==> src/rtl/mio_bus_ctrl_if.sv <==
// CPU-side memory/IO bus between the multi-cycle control unit and mio_bus_ctrl.
//   mem_r / mem_w / cpu_mio : request strobes (MemRead, MemWrite, CPU_MIO)
//   addr / wdata            : byte address and write data
//   rdata / mio_ready       : registered read data and one-cycle completion pulse
// Modports: master = CPU control unit, slave = bus controller.
interface mio_bus_ctrl_if;
    logic        mem_r;
    logic        mem_w;
    logic        cpu_mio;
    logic [31:0] addr;
    logic [31:0] wdata;
    logic [31:0] rdata;
    logic        mio_ready;

    modport master (
        output mem_r, mem_w, cpu_mio, addr, wdata,
        input  rdata, mio_ready
    );

    modport slave (
        input  mem_r, mem_w, cpu_mio, addr, wdata,
        output rdata, mio_ready
    );
endinterface

==> src/rtl/mio_bus_ctrl.sv <==
// Memory/IO bus controller: decodes CPU bus requests by addr[31:28] and runs
// RAM (with RAM_WAIT wait states), GPIO and polled-device accesses, returning
// registered read data with a one-cycle mio_ready pulse.
//   clk, reset      : clock (rising edge), asynchronous active-high reset
//   bus (slave)     : CPU request/response (mio_bus_ctrl_if)
//   ram_*           : synchronous RAM port (word address, write data/strobe, read data)
//   gpio_out/in     : GPIO output register and input pins
//   dev_valid/data  : polled input device status and data byte; dev_ack pops it
//   bus_err         : sticky unmapped-access flag
// Optional feature macro: MIO_BUSERR_EN (unmapped reads return 0xDEADBEEF and
// set bus_err); when undefined unmapped reads return 0 and bus_err stays 0.
module mio_bus_ctrl #(
    parameter int unsigned RAM_WAIT = 2
) (
    input  logic                 clk,
    input  logic                 reset,
    mio_bus_ctrl_if.slave        bus,
    output logic [9:0]           ram_addr,
    output logic [31:0]          ram_wdata,
    output logic                 ram_we,
    input  logic [31:0]          ram_rdata,
    output logic [31:0]          gpio_out,
    input  logic [31:0]          gpio_in,
    input  logic                 dev_valid,
    input  logic [7:0]           dev_data,
    output logic                 dev_ack,
    output logic                 bus_err
);

    localparam int unsigned CNT_W = 4;
    localparam logic [3:0]  REGION_RAM  = 4'h0;
    localparam logic [3:0]  REGION_GPIO = 4'hE;
    localparam logic [3:0]  REGION_DEV  = 4'hF;

`ifdef MIO_BUSERR_EN
    localparam logic [31:0] UNMAPPED_RDATA = 32'hDEAD_BEEF;
`else
    localparam logic [31:0] UNMAPPED_RDATA = 32'h0000_0000;
`endif

    typedef enum logic [1:0] {
        S_IDLE,
        S_WAIT,
        S_RESP
    } state_t;

    state_t           state;
    logic [CNT_W-1:0] wait_cnt;
    logic             wr_pend;

    logic             req_valid;
    logic             req_write;
    logic [3:0]       region;
    logic             unused_addr_bits;

    // Both strobes set means write.
    assign req_valid = bus.cpu_mio & (bus.mem_r | bus.mem_w);
    assign req_write = bus.mem_w;
    assign region    = bus.addr[31:28];

    // Address bits not used by any decoded target.
    assign unused_addr_bits = ^{bus.addr[27:12], bus.addr[1:0]};

    // Access sequencer; every output is a register updated here.
    always_ff @(posedge clk or posedge reset) begin
        if (reset) begin
            state         <= S_IDLE;
            wait_cnt      <= '0;
            wr_pend       <= 1'b0;
            bus.rdata     <= '0;
            bus.mio_ready <= 1'b0;
            ram_addr      <= '0;
            ram_wdata     <= '0;
            ram_we        <= 1'b0;
            gpio_out      <= '0;
            dev_ack       <= 1'b0;
            bus_err       <= 1'b0;
        end else begin
            // Strobes and the completion pulse last one cycle by default.
            ram_we        <= 1'b0;
            dev_ack       <= 1'b0;
            bus.mio_ready <= 1'b0;

            unique case (state)
                S_IDLE: begin
                    if (req_valid) begin
                        if (region == REGION_RAM) begin
                            ram_addr  <= bus.addr[11:2];
                            ram_wdata <= bus.wdata;
                            ram_we    <= req_write;
                            wr_pend   <= req_write;
                            wait_cnt  <= CNT_W'(RAM_WAIT);
                            state     <= S_WAIT;
                        end else begin
                            bus.mio_ready <= 1'b1;
                            state         <= S_RESP;
                            case (region)
                                REGION_GPIO: begin
                                    if (req_write) begin
                                        gpio_out <= bus.wdata;
                                    end else begin
                                        bus.rdata <= gpio_in;
                                    end
                                end
                                REGION_DEV: begin
                                    // Writes to STATUS/DATA complete but change nothing.
                                    if (!req_write) begin
                                        if (!bus.addr[2]) begin
                                            bus.rdata <= {31'b0, dev_valid};
                                        end else begin
                                            bus.rdata <= {24'b0, dev_data};
                                            dev_ack   <= 1'b1;
                                        end
                                    end
                                end
                                default: begin
                                    if (!req_write) begin
                                        bus.rdata <= UNMAPPED_RDATA;
                                    end
`ifdef MIO_BUSERR_EN
                                    bus_err <= 1'b1;
`endif
                                end
                            endcase
                        end
                    end
                end

                // Request inputs are not looked at while waiting on the RAM.
                S_WAIT: begin
                    if (wait_cnt == CNT_W'(1)) begin
                        bus.mio_ready <= 1'b1;
                        state         <= S_RESP;
                        if (!wr_pend) begin
                            bus.rdata <= ram_rdata;
                        end
                    end else begin
                        wait_cnt <= wait_cnt - CNT_W'(1);
                    end
                end

                // A request still held here is ignored; IDLE re-samples it next cycle.
                S_RESP: begin
                    state <= S_IDLE;
                end

                default: begin
                    state <= S_IDLE;
                end
            endcase
        end
    end

endmodule

==> src/flat_wrapper.sv <==
// flat-port wrapper written by rule: the top's interface ports become plain ports
module mio_bus_ctrl_flat 
#(
    parameter int unsigned RAM_WAIT = 2
)
  (clk, reset, ram_addr, ram_wdata, ram_we, ram_rdata, gpio_out, gpio_in, dev_valid, dev_data, dev_ack, bus_err, bus_mem_r, bus_mem_w, bus_cpu_mio, bus_addr, bus_wdata, bus_rdata, bus_mio_ready);
  mio_bus_ctrl_if bus_i ();
  input  logic clk;
  input  logic reset;
  output logic [9:0] ram_addr;
  output logic [31:0] ram_wdata;
  output logic ram_we;
  input  logic [31:0] ram_rdata;
  output logic [31:0] gpio_out;
  input  logic [31:0] gpio_in;
  input  logic dev_valid;
  input  logic [7:0] dev_data;
  output logic dev_ack;
  output logic bus_err;
  input wire logic [$bits(bus_i.mem_r)-1:0] bus_mem_r;
  input wire logic [$bits(bus_i.mem_w)-1:0] bus_mem_w;
  input wire logic [$bits(bus_i.cpu_mio)-1:0] bus_cpu_mio;
  input wire logic [$bits(bus_i.addr)-1:0] bus_addr;
  input wire logic [$bits(bus_i.wdata)-1:0] bus_wdata;
  output wire logic [$bits(bus_i.rdata)-1:0] bus_rdata;
  output wire logic [$bits(bus_i.mio_ready)-1:0] bus_mio_ready;
  assign bus_i.mem_r = bus_mem_r;
  assign bus_i.mem_w = bus_mem_w;
  assign bus_i.cpu_mio = bus_cpu_mio;
  assign bus_i.addr = bus_addr;
  assign bus_i.wdata = bus_wdata;
  assign bus_rdata = bus_i.rdata;
  assign bus_mio_ready = bus_i.mio_ready;
  mio_bus_ctrl #(.RAM_WAIT(RAM_WAIT)) u_core (.clk(clk), .reset(reset), .bus(bus_i), .ram_addr(ram_addr), .ram_wdata(ram_wdata), .ram_we(ram_we), .ram_rdata(ram_rdata), .gpio_out(gpio_out), .gpio_in(gpio_in), .dev_valid(dev_valid), .dev_data(dev_data), .dev_ack(dev_ack), .bus_err(bus_err));
endmodule
==> config.mk <==
export PLATFORM = sky130hd
export DESIGN_NAME = mio_bus_ctrl_flat
export DESIGN_NICKNAME = d
export VERILOG_FILES = /design/src/rtl/mio_bus_ctrl_if.sv /design/src/rtl/mio_bus_ctrl.sv /design/src/flat_wrapper.sv
export SDC_FILE = /design/constraint.sdc
export NUM_CORES = 1
export LEC_CHECK = 0
export BUFFER_PORTS_ARGS = -buffer_cell sky130_fd_sc_hd__buf_2
export CAP_MARGIN = 25
export CORE_MARGIN = 5
export CORE_UTILIZATION = 45
export CTS_BUF_LIST = sky130_fd_sc_hd__clkbuf_8 sky130_fd_sc_hd__clkbuf_16
export CTS_CLUSTER_SIZE = 40
export DETAILED_ROUTE_END_ITERATION = 6
export GPL_TIMING_DRIVEN = 0
export PLACE_DENSITY = 0.86
export SLEW_MARGIN = 20
export SYNTH_ARGS = -nofsm -noshare
export SYNTH_HDL_FRONTEND = slang
export SYNTH_SLANG_ARGS = --single-unit
export TNS_END_PERCENT = 50
==> constraint.sdc <==
create_clock -name clk -period 4.6 [get_ports clk]
set_clock_uncertainty 0.2 [all_clocks]
set_input_delay 0.92 -clock clk [delete_from_list [all_inputs] [get_ports clk]]
set_output_delay 0.92 -clock clk [all_outputs]
set_load 0.05 [all_outputs]
Yosys cells after proc, flatten, opt, wreduce, memory -nomap -nowiden
Index checks and enable logic that the tools add are counted.
Widths: inputs -> output; s select.
{"block": "word_totals", "input_bits": 142, "reg_bits": 116, "word_cells": 64}
{"block": "classes", "n_reduce_logical": 8, "eq_ne": 11, "muxes": 31, "bitwise": 3, "addsub": 1}
{"cell": "$mux 32", "count": 7}
{"cell": "$pmux 32 s2", "count": 2}
{"cell": "$mux 1", "count": 12}
{"cell": "$mux 4", "count": 3}
{"cell": "$eq 4x4->1 const B", "count": 2}
{"cell": "$mux 8", "count": 1}
{"cell": "$ne 2x2->1 const B", "count": 4}
{"cell": "$pmux 4 s2", "count": 1}
{"cell": "$mux 2", "count": 3}
{"cell": "$ne 2x1->1 const B", "count": 3}
{"cell": "$reduce_and 6->1", "count": 1}
{"cell": "$reduce_and 5->1", "count": 1}
{"cell": "$eq 4x1->1 const B", "count": 1}
{"cell": "$logic_not 4->1", "count": 1}
{"cell": "$pmux 2 s2", "count": 1}
{"cell": "$reduce_and 4->1", "count": 1}
{"cell": "$sub 4x1->4 const B", "count": 1}
{"cell": "$reduce_and 3->1", "count": 1}
{"cell": "$eq 2x1->1 const B", "count": 1}
{"cell": "$logic_not 2->1", "count": 1}
{"cell": "$pmux 1 s2", "count": 1}
{"cell": "$reduce_and 2->1", "count": 1}
{"cell": "$reduce_bool 2->1", "count": 1}
{"cell": "$and 1x1->1", "count": 1}
{"cell": "other kinds (2)", "count": 2}

Depth between registers and ports, before layout
Gate-level depths: netlist of run 1.
{"block": "depth", "depth_word": 6, "ltp_mapped": 7, "ltp_nobuf": 6}

Worst setup path before layout of run 1
No wires, ideal clock.
{"block": "synth_path", "path_type": "input port to flip-flop", "startpoint": "in bus_addr[28]", "endpoint": "reg u_core.ram_wdata[10]", "path_buffers": 2, "t_arrival_ps": 2532, "setup_slack_ps": 1743, "cell_stages": 5, "setup_ps": 125, "path_cell_list": "or4_4 or4_4 buf_6 buf_6 mux2_4"}
{"block": "synth_via", "elab_chain_len": 2}
{"element": "start, declared", "line": "flat_wrapper.sv:23", "text": "input wire logic [$bits(bus_i.addr)-1:0] bus_addr;"}
{"element": "$logic_not 4->1", "line": "mio_bus_ctrl.sv:87", "text": "if (region == REGION_RAM) begin"}
{"element": "$reduce_and 3->1 (no source line)"}
{"element": "end signal, assigned", "line": "mio_bus_ctrl.sv:89", "text": "ram_wdata <= bus.wdata;"}
{"element": "end, declared", "line": "mio_bus_ctrl.sv:19", "text": "output logic [31:0] ram_wdata,"}
No other way between the ends.
A chain may end at the register's enable or synchronous reset.

Worst setup path in the final report of run 1
{"block": "layout_path", "startpoint": "reg u_core.wait_cnt[1]", "endpoint": "reg u_core.bus.rdata[9]"}
{"block": "layout_via", "elab_chain_len": 3}
{"element": "start, declared", "line": "mio_bus_ctrl.sv:48", "text": "logic [CNT_W-1:0] wait_cnt;"}
{"element": "start signal, assigned", "line": "mio_bus_ctrl.sv:92", "text": "wait_cnt <= CNT_W'(RAM_WAIT);"}
{"element": "start signal, assigned", "line": "mio_bus_ctrl.sv:138", "text": "wait_cnt <= wait_cnt - CNT_W'(1);"}
{"element": "$eq 4x1->1", "line": "mio_bus_ctrl.sv:131", "text": "if (wait_cnt == CNT_W'(1)) begin"}
{"element": "$ne 2x1->1 (no source line)"}
{"element": "$reduce_and 6->1 (no source line)"}
{"element": "end signal, assigned", "line": "mio_bus_ctrl.sv:109", "text": "bus.rdata <= {31'b0, dev_valid};"}
{"element": "end signal, assigned", "line": "mio_bus_ctrl.sv:111", "text": "bus.rdata <= {24'b0, dev_data};"}
{"element": "end signal, assigned", "line": "mio_bus_ctrl.sv:135", "text": "bus.rdata <= ram_rdata;"}
{"element": "end, declared", "line": "mio_bus_ctrl_if.sv:22", "text": "output rdata, mio_ready"}
No other way between the ends.

==> results of run 1 <==
## power groups by stage
stage | Sequential [mW] | Combinational (mW) | Clock, mW
floorplan | 1.95 | 0.286 | 0
global placement | 1.32 | 1.22 | 0
detailed placement | 1.34 | 1.25 | 0
CTS | 1.32 | 1.25 | 1.33
global route | 1.35 | 1.30 | 1.38
finish | 1.32 | 1.24 | 1.30
## worst min-delay path by stage
stage,endpoint,startpoint,cells after the start
floorplan,u_core.wr_pend$_DFFE_PP0P_,u_core.wr_pend$_DFFE_PP0P_,1
global placement,u_core.wr_pend$_DFFE_PP0P_,u_core.wr_pend$_DFFE_PP0P_,1
detailed placement,u_core.wr_pend$_DFFE_PP0P_,u_core.wr_pend$_DFFE_PP0P_,1
CTS,u_core.gpio_out[13]$_DFFE_PP0P_,reset,2
global route,u_core.gpio_out[11]$_DFFE_PP0P_,reset,2
finish,u_core.gpio_out[14]$_DFFE_PP0P_,reset,2
## layer usage
| metal | vias to the layer above | wire [um] | track usage [%] | share of wire [%] |
|---|---|---|---|---|
| met2 | 182 | 6700 | 35.2 | 52 |
| met5 | - | 0 | 0 | 0 |
| met1 | 1879 | 4720 | 22.7 | 37 |
| li1 | 1718 | - | - | - |
| met4 | 0 | 179 | 6.33 | 1.4 |
| met3 | 14 | 1230 | 7.14 | 9.6 |
## state kept, by name, indices dropped and copies added, names as in the netlist
signal / cells
u_core.bus.mio_ready: 1
u_core.bus.rdata: 32
u_core.dev_ack: 1
u_core.gpio_out: 32
u_core.ram_addr: 10
u_core.ram_wdata: 32
u_core.ram_we: 1
u_core.state: 2
u_core.wait_cnt: 4
u_core.wr_pend: 1
## final cells by class
cell class / count / area [um2] / area share (%)
clock inverter: 13 / 158 / 2.30
inverter: 5 / 23.8 / 0.346
tap: 140 / 175 / 2.55
multi-input combinational: 190 / 1860 / 27.1
timing repair buffer: 232 / 1180 / 17.2
clock buffer: 19 / 442 / 6.44
sequential: 116 / 2900 / 42.3
buffer: 22 / 115 / 1.68
## worst max-delay path, cell delays in order, from the launching register on
cell,delay (ps)
dfrtp_1,390
inv_1,90
ha_1,140
or3b_2,430
clkbuf_1,180
a221oi_2,510
buf_2,340
mux2_2,370
## stage by stage
step                      util [%]  power [mW]  hold WS, ps
after CTS                     63.9        3.90          245
final                         63.9        3.86          250
after global placement        58.0        2.54          262
after global routing          63.9        4.02          259
after detailed placement      58.3        2.58          267
after floorplan                  -        2.24          249
## cells in the final DEF, fill, tap and decap left out, types with 4 or more instances in the layout
cell type,instances
nand3_1,4
dfrtp_1,116
clkinvlp_4,6
clkbuf_1,10
nand2_1,10
clkbuf_16,16
mux2_2,92
o21ai_0,4
mux2_4,15
a221o_1,8
nor3_1,10
buf_2,236
inv_1,5
a22o_1,24
## cells by family (layout without fill, tap and decap cells)
family	after synthesis	count (layout)	synth area share [%]
other	1	1	0.0765
muxes	108	108	25.9
buffers and inverters	27	291	2.73
xor gates and xnor gates	2	2	0.358
DFF	116	116	59.2
AOI/OAI and AO/OA	39	39	6.97
and+or+nand+nor	38	38	4.16
adders and majority gates	2	2	0.511
==> flow_metrics.env, run 1 <==
export IMPL_critPathCapture="u_core.bus.rdata[9]$_DFFE_PP0P_"
export IMPL_clk_latency_ps=490
export IMPL_initial_core_util_pct=45.6
export IMPL_layout_setup_ws_ps=1820
export IMPL_finalMaxSlewViolations=0
export IMPL_p_sw_share_pct=37.2
export IMPL_worst_r2r_cell_count=7
export IMPL_stdcell_area_um2=6860
export IMPL_fin_crit_ps=2780
export IMPL_wl_um=12800
export IMPL_irDropWorstVdd_mv=0.357
export IMPL_crit_path_end_kind="flop"
export IMPL_core_region_area_um2=10700
export IMPL_antenna_found_initial=0
export IMPL_first_pass_iters=6
export IMPL_yosysSeqAreaShare_pct=59.2
export IMPL_drtIter0Drc=159
export IMPL_hold_viol=0
export IMPL_postCtsSetupBuffers=0
export IMPL_dpl_cell_area_um2=6260
export IMPL_htree_levels=4
export IMPL_clock_sinks=116
export IMPL_holdBufCountCts=0
export IMPL_critPathLaunch="u_core.wait_cnt[1]$_DFFE_PP0P_"
export IMPL_overflow=0
export IMPL_yosys_area_top_type="dfrtp_1"
export IMPL_syn_area_um2=4900
export IMPL_cellPowerDensity_nw_per_um2=562
export IMPL_yosysMostFrequentCell="dfrtp_1"
export IMPL_syn_instance_count=333
export IMPL_rsz0062_at_grt="false"
export IMPL_layoutNonFillerInstCount=737
export IMPL_hpwl_um=9960
export IMPL_startpoint_type="flop"
export IMPL_period_share_pct=60.5
export IMPL_relSlewSlack_pct=51.6
export IMPL_drc_errors=0
export IMPL_r2r_slack_ps=1820
export IMPL_dp_cells=705
export IMPL_clockRootBuffer="clkbuf_8"
export IMPL_cts_buffers=17
export IMPL_avgSynthCellArea_um2=14.7
export IMPL_cp_data_required_time_ps=4770
export IMPL_p_sw_mw=1.43
export IMPL_p_clk_share_pct=33.7
export IMPL_die_x_um=114
export IMPL_clk_pin_slew_worst_paths_ps=60
export IMPL_wire_per_inst_um=17.4
export IMPL_fill_cells=824
export IMPL_area_delta_synth_final_pct=40.1
export IMPL_ys_flop_type="dfrtp_1"
export IMPL_p_int_mw=2.42
export IMPL_post_cts_resized=0
export IMPL_drive_gt1_share_pct=64.3
export IMPL_rows=38
export IMPL_hp_class="input port to asynchronous set/reset pin"
export IMPL_cts_tree="yes"
export IMPL_grt_max_degree=68
export IMPL_synth_seq_cells=116
export IMPL_synth_edf_count=0
export IMPL_antenna_cells=0
export IMPL_final_setup_viol_count=0
export IMPL_synth_nets=477
export IMPL_worstSetupPathType="flop to flop"
export IMPL_grt_pass1_wl_um=20400
export IMPL_die_area_um2=13100
export IMPL_finalNetCount=728
export IMPL_synth_area_top_cells="dfrtp_1, mux2_2, mux2_4"
export IMPL_pre_cts_ws_ps=1480
export IMPL_power_frac_seq_pct=34.2
export IMPL_pin_count=252
export IMPL_gp_congestion=0.954
export IMPL_synth_distinct_cells=31
export IMPL_drv_cap=0
export IMPL_yosysTopAreaCellShare_pct=59.2
export IMPL_numPortBuffers=231
export IMPL_grt_pass1_vias=4097
export IMPL_timing_rr_start="u_core.wait_cnt[1]$_DFFE_PP0P_"
export IMPL_reg2reg_to="u_core.bus.rdata[9]$_DFFE_PP0P_"
export IMPL_tightest_slew_ps=720
export IMPL_synth_warnings=1
export IMPL_power_frac_comb_pct=32.0
export IMPL_grt_total_usage_pct=20.0
export IMPL_via_count=3793
export IMPL_clockBufferDepth=2
export IMPL_synthArstFlopShare_pct=100
export IMPL_netlist_top_cells_count="dfrtp_1, mux2_2, a22o_1"
export IMPL_die_height_um=114
export IMPL_ant_nets=0
export IMPL_fin_setup_tns_ps=0
export IMPL_p_leak_nw=3.76
export IMPL_path_max_fanout=10
export IMPL_status="finished clean"
export IMPL_via_per_inst=5.15
export IMPL_worst_ep_arrival_time_ps=2950
export IMPL_fmax_mhz=359
Power figures use the tool's default switching activity.
==> inputs of run 2 (changes only) <==
--- a/config.mk
+++ b/config.mk
@@ -5,15 +5,16 @@
 export SDC_FILE = /design/constraint.sdc
 export NUM_CORES = 1
 export LEC_CHECK = 0
+export ABC_AREA = 1
 export BUFFER_PORTS_ARGS = -buffer_cell sky130_fd_sc_hd__buf_2
 export CAP_MARGIN = 25
 export CORE_MARGIN = 5
-export CORE_UTILIZATION = 45
+export CORE_UTILIZATION = 42
 export CTS_BUF_LIST = sky130_fd_sc_hd__clkbuf_8 sky130_fd_sc_hd__clkbuf_16
 export CTS_CLUSTER_SIZE = 40
 export DETAILED_ROUTE_END_ITERATION = 6
 export GPL_TIMING_DRIVEN = 0
-export PLACE_DENSITY = 0.86
+export PLACE_DENSITY = 0.83
 export SLEW_MARGIN = 20
 export SYNTH_ARGS = -nofsm -noshare
 export SYNTH_HDL_FRONTEND = slang
==> constraint.sdc (replaced) <==
create_clock -name clk -period 2.4 [get_ports clk]
set_clock_uncertainty 0.2 [all_clocks]
set_input_delay 0.48 -clock clk [delete_from_list [all_inputs] [get_ports clk]]
set_output_delay 0.48 -clock clk [all_outputs]
set_load 0.05 [all_outputs]
==> flow_metrics.env, run 2 <==
export IMPL_worst_ep_arrival_time_ps=1970
export IMPL_htree_levels=4
export IMPL_grt_pass1_wl_um=24400
export IMPL_gp_congestion=0.903
export IMPL_yosys_area_top_type="dfrtp_1"
export IMPL_overflow=0
export IMPL_grt_total_usage_pct=21.1
export IMPL_via_per_inst=4.68
export IMPL_synth_edf_count=0
export IMPL_crit_path_end_kind="flop"
export IMPL_drtIter0Drc=259
export IMPL_p_leak_nw=4.34
export IMPL_synth_nets=771
export IMPL_ant_nets=0
export IMPL_grt_max_degree=34
export IMPL_power_frac_comb_pct=38.3
export IMPL_finalMaxSlewViolations=0
export IMPL_rows=41
export IMPL_ys_flop_type="dfrtp_1"
export IMPL_worstSetupPathType="flop to flop"
export IMPL_status="finished clean"
export IMPL_clock_sinks=116
export IMPL_numPortBuffers=232
export IMPL_fmax_mhz=532
export IMPL_drive_gt1_share_pct=38.4
export IMPL_synth_distinct_cells=26
export IMPL_die_x_um=123
export IMPL_wire_per_inst_um=14.7
export IMPL_syn_instance_count=627
export IMPL_clk_pin_slew_worst_paths_ps=50
export IMPL_whs_ps=87.5
export IMPL_fin_setup_tns_ps=0
export IMPL_hpwl_um=12200
export IMPL_first_pass_iters=7
export IMPL_initial_core_util_pct=42.5
export IMPL_via_count=4996
export IMPL_core_region_area_um2=12500
export IMPL_power_frac_seq_pct=31.6
export IMPL_final_setup_viol_count=0
export IMPL_most_common_layout_cells="nand2_1, buf_2, dfrtp_1, inv_1, o21ai_1"
export IMPL_p_sw_share_pct=42.9
export IMPL_die_height_um=123
export IMPL_synth_area_top_cells="dfrtp_1, nand2_1, o21ai_2"
export IMPL_hp_class="input port to flop"
export IMPL_die_area_um2=15000
export IMPL_fill_cells=1131
export IMPL_dpl_cell_area_um2=6760
export IMPL_clk_latency_ps=400
export IMPL_tightest_slew_ps=655
export IMPL_p_sw_mw=3.72
export IMPL_syn_area_um2=5320
export IMPL_clockBufferDepth=2
export IMPL_path_max_fanout=10
export IMPL_top_regs="u_core.bus.rdata: 32 flops, u_core.gpio_out: 32 flops, u_core.ram_wdata: 32 flops"
export IMPL_irDropWorstVdd_mv=0.446
export IMPL_post_cts_resized=0
export IMPL_synthArstFlopShare_pct=100
export IMPL_period_share_pct=78.3
export IMPL_p_int_mw=4.96
export IMPL_relSlewSlack_pct=56.3
export IMPL_wl_um=15700
export IMPL_fin_crit_ps=1880
export IMPL_layout_setup_ws_ps=521
export IMPL_final_common_cell="nand2_1"
export IMPL_pin_count=252
export IMPL_rsz0062_at_grt="false"
export IMPL_cellPowerDensity_nw_per_um2=1170
export IMPL_avgSynthCellArea_um2=8.49
export IMPL_area_delta_synth_final_pct=38.9
export IMPL_grt_pass1_vias=4844
export IMPL_cts_buffers=17
export IMPL_drc_errors=0
export IMPL_yosysMostFrequentCell="nand2_1"
export IMPL_drv_cap=0
export IMPL_p_clk_share_pct=30.2
export IMPL_yosysTopAreaCellShare_pct=54.6
export IMPL_stdcell_area_um2=7390
export IMPL_cp_data_required_time_ps=2490
export IMPL_netlist_top_cells_count="nand2_1, dfrtp_1, inv_1"
export IMPL_yosysSeqAreaShare_pct=54.6
export IMPL_multiInputGateArea_um2=1950
export IMPL_antenna_found_initial=0
export IMPL_clockRootBuffer="clkbuf_16"
export IMPL_startpoint_type="flop"
export IMPL_register_area_um2=2900
export IMPL_synth_warnings=1
export IMPL_finalNetCount=1026
export IMPL_hold_viol=0
export IMPL_pre_cts_ws_ps=397
export IMPL_antenna_cells=0
export IMPL_synth_seq_cells=116
export IMPL_cts_tree="yes"
export IMPL_post_route_util_pct=59.0
run 2: cell types whose count changed in the layout (fill, tap and decap cells not counted), moves of 15 or more:
| cell | change |
|---|---|
| a22o_1 | -24 |
| inv_1 | +44 |
| mux2_2 | -92 |
| mux2_4 | -15 |
| nand2_1 | +261 |
| nand3_1 | +22 |
| o21ai_0 | +26 |
| o21ai_1 | +40 |
| o21ai_2 | +23 |
run 2: cell type report:
cell class	instances	share of cell area (%)
Sequential cell	116	39.3
Inverter	57	2.98
Buffer	31	3.37
Timing Repair Buffer	236	16.7
Clock inverter	12	2.07
Multi-Input combinational cell	423	26.4
Clock buffer	20	6.32
Tap cell	172	2.91
run 2: critical path, cell delays in order, from the launching register on:
cell	delay [ps]
dfrtp_1	440
nand2_4	160
clkbuf_1	530
nand3_1	250
nand3_1	140
nand2_1	50
run 2: final timing paths:
| path | slack [ps] | cells past startpoint | start | to |
|---|---|---|---|---|
| setup / recovery | 520 | 5 | u_core.state[0]$_DFFE_PP0P_ | u_core.bus.rdata[3]$_DFFE_PP0P_ |
| hold / removal | 90 | 3 | bus_addr[4] | u_core.ram_addr[2]$_DFFE_PP0P_ |
| min in group asynchronous | 480 | 3 | reset | u_core.gpio_out[24]$_DFFE_PP0P_ |
| max in group asynchronous | 980 | 4 | reset | u_core.bus.rdata[4]$_DFFE_PP0P_ |
| setup reg to reg | 520 | 5 | u_core.state[0]$_DFFE_PP0P_ | u_core.bus.rdata[3]$_DFFE_PP0P_ |
| hold reg to reg | 270 | 2 | u_core.ram_addr[0]$_DFFE_PP0P_ | u_core.ram_addr[0]$_DFFE_PP0P_ |
run 2: routing by layer:
| layer | global-route usage, % | wire, um |
|---|---|---|
| met5 | 0 | 0 |
| met2 | 34.9 | 7390 |
| met4 | 6.23 | 257 |
| met1 | 25.9 | 6310 |
| met3 | 7.65 | 1710 |
run 2: cells by family after synthesis:
logic type | count (synthesis) | synth area share (%)
xor+xnor | 1 | 0.165
simple gates | 324 | 25.4
flops | 116 | 54.6
compound gates | 95 | 10.6
fa+ha+maj | 2 | 0.470
buf+inv | 88 | 8.75
other cells | 1 | 0.0705
run 2: per-stage QoR:
stage,power [mW],instances
2_1_floorplan,5.21,627
3_3_place_gp,6.03,1031
3_5_place_dp,6.10,1034
4_1_cts,8.75,1067
5_1_grt,9.09,1067
6_report,8.68,1067
run 2: power groups by stage:
stage	sequential, mW	combinational, mW	clock, mW
finish	2.74	3.32	2.62
global route	2.80	3.53	2.76
CTS	2.74	3.35	2.66
detailed placement	2.76	3.34	0
global placement	2.75	3.28	0
floorplan	4.39	0.822	0
run 2: what timing repair did:
action / in CTS / in global routing
buffers inserted: 0 / 0
hold buffers: 1 / 0
endpoints found under the hold margin: 17 / 0
==> inputs of run 3 (changes only) <==
==> constraint.sdc (replaced) <==
create_clock -name clk -period 1.5 [get_ports clk]
set_clock_uncertainty 0.2 [all_clocks]
set_input_delay 0.3 -clock clk [delete_from_list [all_inputs] [get_ports clk]]
set_output_delay 0.3 -clock clk [all_outputs]
set_load 0.05 [all_outputs]
==> flow_metrics.env, run 3 (synthesis gave the netlist of run 2 again) <==
export IMPL_status="finished with violations"
export IMPL_failed_checks="setup timing"
export IMPL_clockRootBuffer="clkbuf_16"
export IMPL_hp_class="input port to flop"
export IMPL_fmax_mhz=575
export IMPL_top_regs="u_core.bus.rdata: 32 flops, u_core.gpio_out: 32 flops, u_core.ram_wdata: 32 flops"
export IMPL_finalNetCount=1099
export IMPL_clock_sinks=116
export IMPL_tightest_slew_ps=596
export IMPL_htree_levels=4
export IMPL_final_common_cell="nand2_1"
export IMPL_antenna_found_initial=0
export IMPL_path_max_fanout=10
export IMPL_hpwl_um=12200
export IMPL_cts_buffers=17
export IMPL_multiInputGateArea_um2=2250
export IMPL_crit_path_end_kind="flop"
export IMPL_area_delta_synth_final_pct=72.5
export IMPL_gp_congestion=0.903
export IMPL_p_leak_nw=4.94
export IMPL_drtIter0Drc=449
export IMPL_timing_rr_start="u_core.state[0]$_DFFE_PP0P_"
export IMPL_overflow=0
export IMPL_worstSetupPathDepth=7
export IMPL_r2r_slack_ps=-240
export IMPL_die_area_um2=15000
export IMPL_path_cells="nor2_4 -> nand2_2 -> nor2_4 -> nand2_4 -> buf_6 -> nand2_1 -> o21ai_1"
export IMPL_drc_errors=0
export IMPL_cts_tree="yes"
export IMPL_cp_data_required_time_ps=1560
export IMPL_rows=41
export IMPL_clk_pin_slew_worst_paths_ps=60
export IMPL_grt_total_usage_pct=25.9
export IMPL_finalMaxSlewViolations=0
export IMPL_period_share_pct=116
export IMPL_register_area_um2=2910
export IMPL_slowest_delay_ps=420
export IMPL_most_common_layout_cells="nand2_1, buf_2, dfrtp_1, buf_6, dlygate4sd3_1"
export IMPL_grt_max_degree=34
export IMPL_first_pass_iters=7
export IMPL_cellPowerDensity_nw_per_um2=1760
export IMPL_hold_path_startpoint="bus_wdata[29]"
export IMPL_worst_ep_arrival_time_ps=1800
export IMPL_wire_per_inst_um=19.3
export IMPL_die_x_um=123
export IMPL_path_buf_inv=1
export IMPL_core_region_area_um2=12500
export IMPL_grt_pass1_vias=5780
export IMPL_drv_cap=0
export IMPL_whs_ps=14.1
export IMPL_fill_cells=794
export IMPL_numPortBuffers=232
export IMPL_layout_setup_ws_ps=-238
export IMPL_hold_viol=0
export IMPL_final_setup_viol_count=123
export IMPL_reg2reg_to="u_core.gpio_out[10]$_DFFE_PP0P_"
export IMPL_hold_path_cell_count=3
export IMPL_startpoint_type="flop"
export IMPL_antenna_cells=0
export IMPL_crit_path_top_delay_cell="dfrtp_2"
export IMPL_initial_core_util_pct=42.5
export IMPL_worstSetupPathType="flop to flop"
export IMPL_pin_count=252
export IMPL_clockBufferDepth=2
export IMPL_ant_nets=0
export IMPL_fin_crit_ps=1740
export IMPL_critPathLaunch="u_core.state[0]$_DFFE_PP0P_"
export IMPL_pre_cts_ws_ps=-337
export IMPL_clk_latency_ps=400
export IMPL_rsz0062_at_grt="true"
export IMPL_via_per_inst=5.16
export IMPL_layoutNonFillerInstCount=1140
export IMPL_worst_r2r_cell_count=7
export IMPL_grt_pass1_wl_um=30000
export IMPL_via_count=5882
export IMPL_worstHoldEndpoint="u_core.ram_wdata[29]$_DFFE_PP0P_"
export IMPL_die_height_um=123
export IMPL_dp_cells=1034
export IMPL_irDropWorstVdd_mv=0.772
export IMPL_cp_common_cell="nor2_4"
export IMPL_drive_gt1_share_pct=45.7
export IMPL_wl_um=22000
export IMPL_crit_family="simple AND/OR/NAND/NOR gates"
export IMPL_relSlewSlack_pct=60.2
[run 3: cell count changes in the layout (fill, tap and decap cells not counted), sizes merged]
cell | before | now
buf | 259 | 276
clkbuf | 27 | 35
dlygate4sd3 | 1 | 48
nand2 | 277 | 278
[run 3: metal layers]
| layer | global-route usage [%] | part of all wire (%) | vias up |
|---|---|---|---|
| li1 | - | - | 2615 |
| met1 | 29.7 | 36 | 2778 |
| met2 | 43.8 | 49 | 414 |
| met3 | 9.22 | 11 | 75 |
| met4 | 11.1 | 3.7 | 0 |
| met5 | 0 | 0 | - |
[run 3: layout make-up]
| class | count | share of cell area [%] |
|---|---|---|
| clock buffers | 20 | 5.09 |
| inverters | 57 | 2.54 |
| repair buffers | 308 | 28.6 |
| plain buffers | 31 | 3.61 |
| well taps | 172 | 2.35 |
| clock inverters | 12 | 1.66 |
| flip-flops and latches | 116 | 31.7 |
| multi-input cells | 424 | 24.5 |
[run 3: power by group]
| group | switching [mW] | leakage (nW) | internal, mW |
|---|---|---|---|
| Sequential | 0.772 | 1.54 | 3.94 |
| Combinational | 4.60 | 3.10 | 2.58 |
| Clock | 1.52 | 0.294 | 2.75 |
[run 3: worst max path at each step]
stage,endpoint,slack [ps]
6_report,u_core.gpio_out[10]$_DFFE_PP0P_,-240
5_1_grt,u_core.ram_wdata[24]$_DFFE_PP0P_,-260
4_1_cts,u_core.bus.rdata[10]$_DFFE_PP0P_,-150
3_5_place_dp,u_core.bus.rdata[3]$_DFFE_PP0P_,-340
3_3_place_gp,u_core.bus.rdata[15]$_DFFE_PP0P_,-1170
2_1_floorplan,u_core.bus.mio_ready$_DFF_PP0_,-410
[run 3: what timing repair did]
| item | 4_1_cts | 5_1_grt |
|---|---|---|
| hold buffers | 48 | 0 |
| buffers inserted | 14 | 3 |
| endpoints found under the hold margin | 94 | 0 |
| cloned | 6 | 3 |
| endpoints found under the setup margin | 220 | 199 |
| resized for setup | 151 | 217 |
| pin swaps | 8 | 23 |
[run 3: through the flow]
step	total power, mW	cell area [um2]	utilization [%]	setup TNS (ps)
3_5_place_dp	9.76	6760	54.0	-25830
6_report	16.2	9180	73.3	-16780
4_1_cts	14.9	8490	67.8	-13160
2_1_floorplan	8.33	5320	-	-49660
5_1_grt	16.7	9180	73.3	-23720
3_3_place_gp	9.65	6700	53.5	-158580
[run 3: worst reg2reg max path, cell delays in order (launching register included)]
cell     delay, ps
dfrtp_2        420
nor2_4         170
nand2_2        120
nor2_4         170
nand2_4        120
buf_6          180
nand2_1         90
o21ai_1        120
